## src/rtl/bcd_display_scheduler_pkg.sv

```systemverilog
// Shared types and constants for the BCD display scheduler.
// Field map, FSM encoding and decode limits.
package bcd_display_scheduler_pkg;

  localparam int NUM_FIELDS_DEF = 9;
  localparam int FIELD_W        = 8;
  localparam int BCD_MAX        = 99;

  localparam int F_SEG  = 0;
  localparam int F_MIN  = 1;
  localparam int F_HOR  = 2;
  localparam int F_DIA  = 3;
  localparam int F_MES  = 4;
  localparam int F_ANO  = 5;
  localparam int F_TSEG = 6;
  localparam int F_TMIN = 7;
  localparam int F_THOR = 8;

  typedef enum logic [1:0] {
    S_IDLE   = 2'd0,
    S_SNAP   = 2'd1,
    S_SCAN   = 2'd2,
    S_COMMIT = 2'd3
  } state_e;

endpackage

```

## src/rtl/bcd_display_scheduler_if.sv

```systemverilog
// Field bus between RTC bank, scheduler and digit generators.
// master drives fields/requests; slave is the scheduler.
interface bcd_display_scheduler_if
  import bcd_display_scheduler_pkg::*;
#(
  parameter int NUM_FIELDS = NUM_FIELDS_DEF
);
  logic [NUM_FIELDS*FIELD_W-1:0] field_data;
  logic                          refresh_tick;
  logic                          start;
  logic                          busy;
  logic                          done;
  logic [NUM_FIELDS*FIELD_W-1:0] digits;
  logic [NUM_FIELDS-1:0]         range_err;
  logic                          valid;

  modport master (
    output field_data, refresh_tick, start,
    input  busy, done, digits, range_err, valid
  );

  modport slave (
    input  field_data, refresh_tick, start,
    output busy, done, digits, range_err, valid
  );
endinterface

```

## src/rtl/bcd_display_scheduler_dec.sv

```systemverilog
// Combinational 8-bit binary to two-digit BCD decoder.
// Values above 99 decode to 0/0.
module bcd_display_scheduler_dec
  import bcd_display_scheduler_pkg::*;
(
  input  logic [7:0] bin_i,
  output logic [7:0] bcd_o
);
  logic [3:0] tens;
  logic [3:0] ones;

  // split into tens/ones; out-of-range blanks both digits
  always_comb begin
    tens  = 4'(bin_i / 8'd10);
    ones  = 4'(bin_i % 8'd10);
    bcd_o = {tens, ones};
    if (bin_i > 8'(BCD_MAX))
      bcd_o = 8'h00;
  end
endmodule

```

## src/rtl/bcd_display_scheduler.sv

```systemverilog
// Snapshots all fields, decodes one per cycle through a shared
// decoder, then commits every digit at once.
module bcd_display_scheduler
  import bcd_display_scheduler_pkg::*;
#(
  parameter int NUM_FIELDS = NUM_FIELDS_DEF
)(
  input logic                    clk,
  input logic                    reset,
  bcd_display_scheduler_if.slave bus
);
  localparam int IW = $clog2(NUM_FIELDS);
  localparam int DW = NUM_FIELDS * FIELD_W;
  localparam logic [IW-1:0] LAST = IW'(NUM_FIELDS - 1);

  state_e                state_q, state_d;
  logic [IW-1:0]         idx_q;
  logic                  pend_q;
  logic                  done_q;
  logic                  valid_q;
  logic [DW-1:0]         snap_q;
  logic [DW-1:0]         stage_q;
  logic [NUM_FIELDS-1:0] err_q;
  logic [DW-1:0]         digits_q;
  logic [NUM_FIELDS-1:0] rerr_q;
  logic                  req;
  logic [FIELD_W-1:0]    dec_in;
  logic [7:0]            dec_out;

  assign req    = bus.start | bus.refresh_tick;
  assign dec_in = snap_q[idx_q*FIELD_W +: FIELD_W];

  bcd_display_scheduler_dec u_dec (
    .bin_i (dec_in),
    .bcd_o (dec_out)
  );

  // state register
  always_ff @(posedge clk or negedge reset) begin
    if (!reset) state_q <= S_IDLE;
    else        state_q <= state_d;
  end

  // next-state: snapshot, walk every field, commit
  always_comb begin
    state_d = state_q;
    unique case (state_q)
      S_IDLE:   if (req || pend_q) state_d = S_SNAP;
      S_SNAP:   state_d = S_SCAN;
      S_SCAN:   if (idx_q == LAST) state_d = S_COMMIT;
      S_COMMIT: state_d = S_IDLE;
    endcase
  end

  // datapath: pending merge, snapshot, staging, atomic commit
  always_ff @(posedge clk or negedge reset) begin
    if (!reset) begin
      idx_q    <= '0;
      pend_q   <= 1'b0;
      done_q   <= 1'b0;
      valid_q  <= 1'b0;
      snap_q   <= '0;
      stage_q  <= '0;
      err_q    <= '0;
      digits_q <= '0;
      rerr_q   <= '0;
    end else begin
      done_q <= 1'b0;
      pend_q <= (state_q == S_IDLE) ? 1'b0 : (pend_q | req);
      unique case (state_q)
        S_IDLE: ;
        S_SNAP: begin
          snap_q <= bus.field_data;
          idx_q  <= '0;
        end
        S_SCAN: begin
          stage_q[idx_q*FIELD_W +: FIELD_W] <= dec_out;
          err_q[idx_q] <= dec_in > FIELD_W'(BCD_MAX);
          if (idx_q != LAST) idx_q <= idx_q + IW'(1);
        end
        S_COMMIT: begin
          digits_q <= stage_q;
          rerr_q   <= err_q;
          done_q   <= 1'b1;
          valid_q  <= 1'b1;
        end
      endcase
    end
  end

  assign bus.busy      = (state_q != S_IDLE) | done_q;
  assign bus.done      = done_q;
  assign bus.digits    = digits_q;
  assign bus.range_err = rerr_q;
  assign bus.valid     = valid_q;
endmodule

```

## src/flat_wrapper.sv

```systemverilog
// flat-port wrapper written by rule: the top's interface ports become plain ports
module bcd_display_scheduler_flat import bcd_display_scheduler_pkg::*;
#(
  parameter int NUM_FIELDS = NUM_FIELDS_DEF
)
  (clk, reset, bus_field_data, bus_refresh_tick, bus_start, bus_busy, bus_done, bus_digits, bus_range_err, bus_valid);
  bcd_display_scheduler_if #(.NUM_FIELDS(NUM_FIELDS)) bus_i ();
  input logic clk;
  input logic reset;
  input wire logic [$bits(bus_i.field_data)-1:0] bus_field_data;
  input wire logic [$bits(bus_i.refresh_tick)-1:0] bus_refresh_tick;
  input wire logic [$bits(bus_i.start)-1:0] bus_start;
  output wire logic [$bits(bus_i.busy)-1:0] bus_busy;
  output wire logic [$bits(bus_i.done)-1:0] bus_done;
  output wire logic [$bits(bus_i.digits)-1:0] bus_digits;
  output wire logic [$bits(bus_i.range_err)-1:0] bus_range_err;
  output wire logic [$bits(bus_i.valid)-1:0] bus_valid;
  assign bus_i.field_data = bus_field_data;
  assign bus_i.refresh_tick = bus_refresh_tick;
  assign bus_i.start = bus_start;
  assign bus_busy = bus_i.busy;
  assign bus_done = bus_i.done;
  assign bus_digits = bus_i.digits;
  assign bus_range_err = bus_i.range_err;
  assign bus_valid = bus_i.valid;
  bcd_display_scheduler #(.NUM_FIELDS(NUM_FIELDS)) u_core (.clk(clk), .reset(reset), .bus(bus_i));
endmodule
```

## config.mk

```make
export PLATFORM = sky130hd
export DESIGN_NAME = bcd_display_scheduler_flat
export DESIGN_NICKNAME = d
export VERILOG_FILES = /design/src/rtl/bcd_display_scheduler_pkg.sv /design/src/rtl/bcd_display_scheduler_if.sv /design/src/rtl/bcd_display_scheduler_dec.sv /design/src/rtl/bcd_display_scheduler.sv /design/src/flat_wrapper.sv
export SDC_FILE = /design/constraint.sdc
export NUM_CORES = 1
export LEC_CHECK = 0
export ABC_AREA = 0
export ABC_CLOCK_PERIOD_IN_PS = 4200
export CAP_MARGIN = 20
export CORE_AREA = 2 2 203 105
export CTS_CLUSTER_DIAMETER = 60
export DETAILED_ROUTE_END_ITERATION = 8
export DIE_AREA = 0 0 205 107
export GPL_TIMING_DRIVEN = 0
export PLACE_DENSITY = 0.77
export SETUP_SLACK_MARGIN = 0.15
export SLEW_MARGIN = 10
export SYNTH_ARGS = -nofsm -noshare
export SYNTH_HDL_FRONTEND = slang
export SYNTH_HIERARCHICAL = 1
export SYNTH_SLANG_ARGS = --single-unit
export TNS_END_PERCENT = 1
```

## constraint.sdc

```tcl
create_clock -name clk -period 4.2 [get_ports clk]
set_clock_uncertainty 0.1 [all_clocks]
set_input_delay 0.84 -clock clk [delete_from_list [all_inputs] [get_ports clk]]
set_output_delay 0.84 -clock clk [all_outputs]
set_load 0.01 [all_outputs]
```

==> results of run 1 <==
[routing by layer]
layer | wire (um) | up-vias | share of wire | GRT usage
met1 | 14200 | 3985 | 0.51 | 0.433
met4 | 266 | 0 | 0.0095 | 0.0396
met2 | 11400 | 302 | 0.41 | 0.363
met5 | 0 | - | 0 | 0
met3 | 2170 | 19 | 0.077 | 0.0517
li1 | - | 3429 | - | -
[power breakdown]
part	total, mW	internal, mW	switching, mW
sequential	3.36	2.98	0.380
combinational	6.44	2.79	3.65
clock	2.04	1.19	0.848
total	11.8	6.97	4.88
[kinds of logic (layout without fill, tap and decap cells)]
| logic type | count (synthesis) | in the layout | synth area share |
|---|---|---|---|
| fa+ha+maj | 12 | 12 | 0.0138 |
| buf+inv | 72 | 278 | 0.0311 |
| simple gates | 188 | 188 | 0.0864 |
| flops | 243 | 243 | 0.568 |
| compound gates | 149 | 149 | 0.0952 |
| xor+xnor | 4 | 4 | 0.00327 |
| mux | 182 | 182 | 0.202 |
[worst paths after layout]
check | to | slack, ns | from | cells after the start
setup reg to reg | u_core/stage_q[19]$_DFFE_PN0P_ | 0.33 | u_core/idx_q[0]$_DFFE_PN0P_ | 13
max in group asynchronous | u_core/idx_q[1]$_DFFE_PN0P_ | 3.07 | reset | 2
hold reg to reg | u_core/bus.valid$_DFFE_PN0P_ | 0.37 | u_core/bus.valid$_DFFE_PN0P_ | 1
hold / removal | u_core/bus.digits[2]$_DFFE_PN0P_ | 0.11 | reset | 1
min in group clk | u_core/bus.valid$_DFFE_PN0P_ | 0.37 | u_core/bus.valid$_DFFE_PN0P_ | 1
setup / recovery | u_core/stage_q[19]$_DFFE_PN0P_ | 0.33 | u_core/idx_q[0]$_DFFE_PN0P_ | 13
[registers in the layout, summed over array words and instances, names as in the netlist]
name / cells
u_core/bus.digits: 72
u_core/bus.done: 1
u_core/bus.range_err: 9
u_core/bus.valid: 1
u_core/err_q: 9
u_core/idx_q: 4
u_core/pend_q: 1
u_core/snap_q: 72
u_core/stage_q: 72
u_core/state_q: 2
[what timing repair did]
action | CTS | global route
gates resized for setup | 25 | 42
setup endpoints to repair | 27 | 26
pin swaps | 3 | 4
buffers inserted | 8 | 1
cloned | 0 | 0
[cell type report]
cell class | instances | area share
Sequential cell | 243 | 0.444
Multi-Input combinational cell | 535 | 0.324
Timing Repair Buffer | 170 | 0.126
Clock buffer | 34 | 0.0479
Tap cell | 273 | 0.0249
Buffer | 55 | 0.0236
Inverter | 17 | 0.00465
Clock inverter | 2 | 0.00438
[cells in the final DEF, fill, tap and decap left out, types with 4 or more instances in the layout]
master           instances
nor2b_1                  4
nand2_1                 93
buf_6                    5
a22o_1                  33
buf_4                   12
nand2b_1                11
a21oi_1                 27
mux2i_1                  5
buf_2                   22
dfrtp_1                242
a31oi_1                  4
o22ai_1                  4
clkbuf_1                26
nand3_2                  4
clkbuf_8                 4
ha_1                    11
and2_1                   6
mux2_2                 167
nand3_1                 10
clkbuf_16               23
mux4_2                   7
o21ai_1                  5
nor2_1                  24
clkdlybuf4s50_1        158
o21ai_0                 42
inv_1                   17
[per-stage QoR]
stage	setup WS, ns	TNS (ns)	hold WS [ns]	cell area (um2)
2_1_floorplan	0.368	0	0.344	10700
3_3_place_gp	-8.06	-1956.17	0.354	12600
3_5_place_dp	-0.524	-5.19	0.359	12700
4_1_cts	0.121	0	0.108	13600
5_1_grt	0.135	0	0.115	13700
6_report	0.330	0	0.114	13700
==> metrics.txt, run 1 <==
Multi-input gate area=around 4400 um2; fin util=0.679; final slew viol count=0; fill count=between 1500 and 2000; most used flip-flop cell after synthesis=dfrtp_1; top-count cell post-synth=dfrtp_1; Mapped Cells=850; Final Hold Fails=0; register area=just over 6000 um2; Detailed Route WL=between 20000 and 30000 um; placed cells=~1300; clock root buffer=clkbuf_16; Synth cell types=66; crit path capture type=flip-flop; PortBufs=approximately 160; ys async rst share=1.00; Final min period=between 3 and 4 ns; outcome=finished, final reports clean; CP max stage cell=mux4_1; drt first-iter violations=700; YS warnings=6; Slew headroom=0.466; Clock Sinks=between 200 and 250; CTS Buf Count=22; deepest clock path buffer count=3; most area-hungry cell type in the Yosys netlist=dfrtp_1; number of diodes=0; gr usage total=0.264; Max VDD drop=approximately 0.00057 V; Overall Power=11.8 mW; Area contributors post-synth=dfrtp_1 57%, mux2_2 18%, nand2_1 3.3%, a22o_1 2.7%, o21ai_0 2.2%; first-pass GRT wire length=44300 um; Max-Cap Viols=0; row count=37; #FFs+latches synth=around 240; # hold bufs at CTS=0; Yosys top cell area share=0.568; Tcrit/Tclk final=0.921; vias in the first global route=between 7000 and 8000; Pleak=~6.0 nW; DRT Pass-1 Iters=5; layout cells sized above 1=0.271; EDFF count, synth=0; CP Cell Sequence=buf_6, mux4_1, nand2_1, nand3_2, nor2b_1, a2bb2oi_1, a311o_1, a22o_2, a2111o_1, o21ai_2, buf_6, nand2_1, o21ai_0; worst-skew pair later-pin latency=just over 0.5 ns; Crit path required time=4.52 ns; critical path data arrival time=roughly 4.2 ns; CTS tree=yes; initial antenna violation count=0; Syn Area/Cell=between 10 and 15 um2; routability cong.=approximately 0.9; clk slew on worst S/H paths=~0.070 ns; Seq/Total Area, Yosys=0.568; Die Area=roughly 22000 um2; Top delay family on crit path=compound AO/OA/AOI/OAI gates; Slew @ Worst Pin=between 0.8 and 0.9 ns; dpl hpwl=19800 um; core area=20200 um2; largest net degree at the start of global routing=105; Worst setup SP type=flip-flop; DRC=0; RSZ-0062 raised after global routing=true; die extent in x=roughly 210 um; DR WL/cell=21.1 um; DRT antenna net count=0; area grow syn2layout=28.0%; Post-Layout Cell Count=roughly 1300; number of vias per cell=5.82; CP bufs+invs=2; PwrDens=about 860 nW/um2; Vias=about 7700; maximum clock rate=0.258 GHz; Overflow after GRT=0; mapped cell area=between 10000 and 15000 um2; syn nets=between 900 and 1000; CP max FO=9; H-tree levels=1; HP Class=in2async; Die Y=roughly 110 um; Final setup viols=0; Max stage delay on crit path=0.66 ns; initial core utilization=0.530; Setup CP Type=reg2reg; Post-synth top cells=243 x dfrtp_1, 167 x mux2_2, 94 x nand2_1; I/O pin total=160; Nets=~1100
(Power assumes the default switching activity.)
==> run 2, diff against run 1 <==
--- a/config.mk
+++ b/config.mk
@@ -5,7 +5,6 @@
 export SDC_FILE = /design/constraint.sdc
 export NUM_CORES = 1
 export LEC_CHECK = 0
-export ABC_AREA = 0
 export ABC_CLOCK_PERIOD_IN_PS = 4200
 export CAP_MARGIN = 20
 export CORE_AREA = 2 2 203 105
==> constraint.sdc (replaced) <==
create_clock -name clk -period 4.2 [get_ports clk]
set_clock_uncertainty 0.1 [all_clocks]
set_input_delay 0.84 -clock clk [delete_from_list [all_inputs] [get_ports clk]]
set_output_delay 0.84 -clock clk [all_outputs]
set_load 0.05 [all_outputs]
==> results of run 2 <==
The final DEF is identical to that of run 1. Status: finished, final reports clean.
Main changes from that run: total power 11.8 mW -> 12.3 mW; worst IR drop on VDD 0.000568 V -> 0.000569 V
==> run 3, diff against run 2 <==
--- a/config.mk
+++ b/config.mk
@@ -7,12 +7,13 @@
 export LEC_CHECK = 0
 export ABC_CLOCK_PERIOD_IN_PS = 4200
 export CAP_MARGIN = 20
-export CORE_AREA = 2 2 203 105
+export CORE_AREA = 2 2 188 98
 export CTS_CLUSTER_DIAMETER = 60
 export DETAILED_ROUTE_END_ITERATION = 8
-export DIE_AREA = 0 0 205 107
+export DIE_AREA = 0 0 190 100
+export DONT_BUFFER_PORTS = 1
 export GPL_TIMING_DRIVEN = 0
-export PLACE_DENSITY = 0.77
+export PLACE_DENSITY = 0.82
 export SETUP_SLACK_MARGIN = 0.15
 export SLEW_MARGIN = 10
 export SYNTH_ARGS = -nofsm -noshare
==> run 3 against run 2 <==
Effect of this change:
- first-iteration DRC count rose by 6.3%
- the run now ends with negative hold slack left
- sequential share of layout area is 6.0 points higher
- critical path type unchanged
- clock-buffer cell count shrank 4
- via count is 6.7% lower
- flip-flop and latch count unchanged
- global-route usage increased by 1.6 points
- critical path depth rose by 5
- utilization up 0.54 points
- register-to-register slack got worse by 0.17 ns
- non-clock buffer count fell by 157
- cell area down 12%
- fmax down 4.1%
==> metrics.txt, run 3 (same netlist as run 1, synthesis figures left out) <==
CTS Buf Count=22 (unchanged); Detailed Route WL=26600 um (-5.3%); first-pass GRT wire length=40600 um (-8.4%); Clock Sinks=243 (unchanged); reg2reg setup slack=0.16 ns (-0.17 ns); Final Hold Fails=81 (+81); deepest clock path buffer count=3 (unchanged); CP max stage cell=dfrtp_1; critical path data arrival time=4.37 ns (+0.18 ns); layout cells sized above 1=0.324 (+0.0536); core area=17600 um2 (-13%); most frequent cells in the layout=242 x dfrtp_1, 167 x mux2_2, 93 x nand2_1; Slew @ Worst Pin=0.775 ns (-0.0256 ns); largest net degree at the start of global routing=244 (+130%); area grow syn2layout=12.8%; fin util=0.685 (+0.00543); die extent in x=190 um (-7.3%); Max stage delay on crit path=0.39 ns (-0.27 ns); PortBufs=0 (-100%); CP max FO=10 (+1); worst reg2reg path endpoint=u_core/stage_q[18]$_DFFE_PN0P_; maximum clock rate=0.248 GHz (-4.1%); Worst setup SP type=flip-flop; Slew headroom=0.483 (+0.0171); CTS tree=yes; Max-Cap Viols=0 (unchanged); DRT Pass-1 Iters=5 (unchanged); Tcrit/Tclk final=0.961 (+0.0398); worst r2r src=u_core/idx_q[0]$_DFFE_PN0P_; clock root buffer=clkbuf_16; Final setup viols=0 (unchanged); number of vias per cell=6.31 (+8.4%); DR WL/cell=23.2 um (+10%); vias in the first global route=6984 (-10%); dpl hpwl=18000 um (-8.9%); Top delay family on crit path=compound AO/OA/AOI/OAI gates; CP bufs+invs=5 (+3); Final min period=4.04 ns (+0.167 ns); worst-skew pair later-pin latency=0.52 ns (about the same); DRC=0 (unchanged); row count=35 (-5.4%); drt first-iter violations=744 (+6.3%); clk slew on worst S/H paths=0.07 ns (about the same); failing checks=negative hold slack; H-tree levels=1 (unchanged); Crit path required time=4.53 ns (about the same); initial core utilization=0.607 (+0.0762); RSZ-0062 raised after global routing=true; DP Worst Slack=-0.506 ns (+0.0185 ns); final slew viol count=0 (unchanged); outcome=finished, violations left; routability cong.=0.903 (+0.42%); Nets=974 (-14%); Worst path most repeated cell=buf_4; initial antenna violation count=1 (+1); I/O pin total=160 (unchanged); Die Y=100 um (-6.5%); DRT antenna net count=0 (unchanged); most common cell after layout, fill and taps aside=dfrtp_1; Vias=7215 (-6.7%); gr usage total=0.279 (+0.0159); Register-to-Register Path Depth=18 (+5); Min Hold Slack=-0.0738 ns (-0.188 ns); CP Cell Sequence=buf_6, buf_12, nor4b_4, buf_4, a32oi_1, nand3_2, buf_2, nor2b_2, nor2_1, a221oi_1, a21oi_1, a21oi_2, ha_1, a21boi_0, a311oi_1, buf_4, nand2_1, o21ai_1; crit path capture type=flip-flop; Setup CP Type=reg2reg; Overflow after GRT=0 (unchanged); Die Area=19000 um2 (-13%); setup slack after layout=0.163 ns (-0.167 ns); HP Class=in2async
## run 3: repair_timing
item                                   in CTS  in global routing
setup buffers                              11                  2
resized for setup                          25                 31
cloned                                      0                  0
endpoints found under the hold margin     243                243
setup endpoints to repair                  28                 20
pin swaps                                   4                  2
## run 3: worst max-delay path by stage
stage                                start                        endpoint  slack, ns  cells past startpoint
2_1_floorplan  u_core/idx_q[0]$_DFFE_PN0P_  u_core/stage_q[18]$_DFFE_PN0P_       0.37                     19
3_3_place_gp   u_core/idx_q[0]$_DFFE_PN0P_  u_core/stage_q[50]$_DFFE_PN0P_      -0.47                     16
3_5_place_dp   u_core/idx_q[0]$_DFFE_PN0P_  u_core/stage_q[50]$_DFFE_PN0P_      -0.51                     16
4_1_cts        u_core/idx_q[0]$_DFFE_PN0P_  u_core/stage_q[18]$_DFFE_PN0P_       0.17                     19
5_1_grt        u_core/idx_q[0]$_DFFE_PN0P_  u_core/stage_q[18]$_DFFE_PN0P_      0.006                     16
6_report       u_core/idx_q[0]$_DFFE_PN0P_  u_core/stage_q[18]$_DFFE_PN0P_       0.16                     18
## run 3: metal layers
| layer | track usage | vias up | wire [um] |
|---|---|---|---|
| li1 | - | 3118 | - |
| met1 | 0.444 | 3674 | 12500 |
| met2 | 0.377 | 377 | 10700 |
| met3 | 0.0937 | 46 | 3050 |
| met4 | 0.0429 | 0 | 334 |
| met5 | 0 | - | 0 |
## run 3: area by class of cell
class / count / area (um2)
diodes: 1 / 2.50
plain buffers: 55 / 317
clock buffers: 30 / 641
clock inverters: 10 / 170
fillers: 1244 / 5570
inverters: 17 / 63.8
multi-input cells: 535 / 4410
flip-flops and latches: 243 / 6080
well taps: 240 / 300
repair buffers: 13 / 97.6
## run 3: per-stage QoR
stage,setup TNS (ns),instance area [um2],cells
global placement,-4.83,11000,1090
floorplan,0,10700,850
finish,0,12100,1144
detailed placement,-6.01,11000,1090
CTS,0,12000,1141
global route,0,12100,1143
Power of run 3 is not shown: default switching activity piles up to over one toggle a cycle in this logic, so the estimate is an artifact.
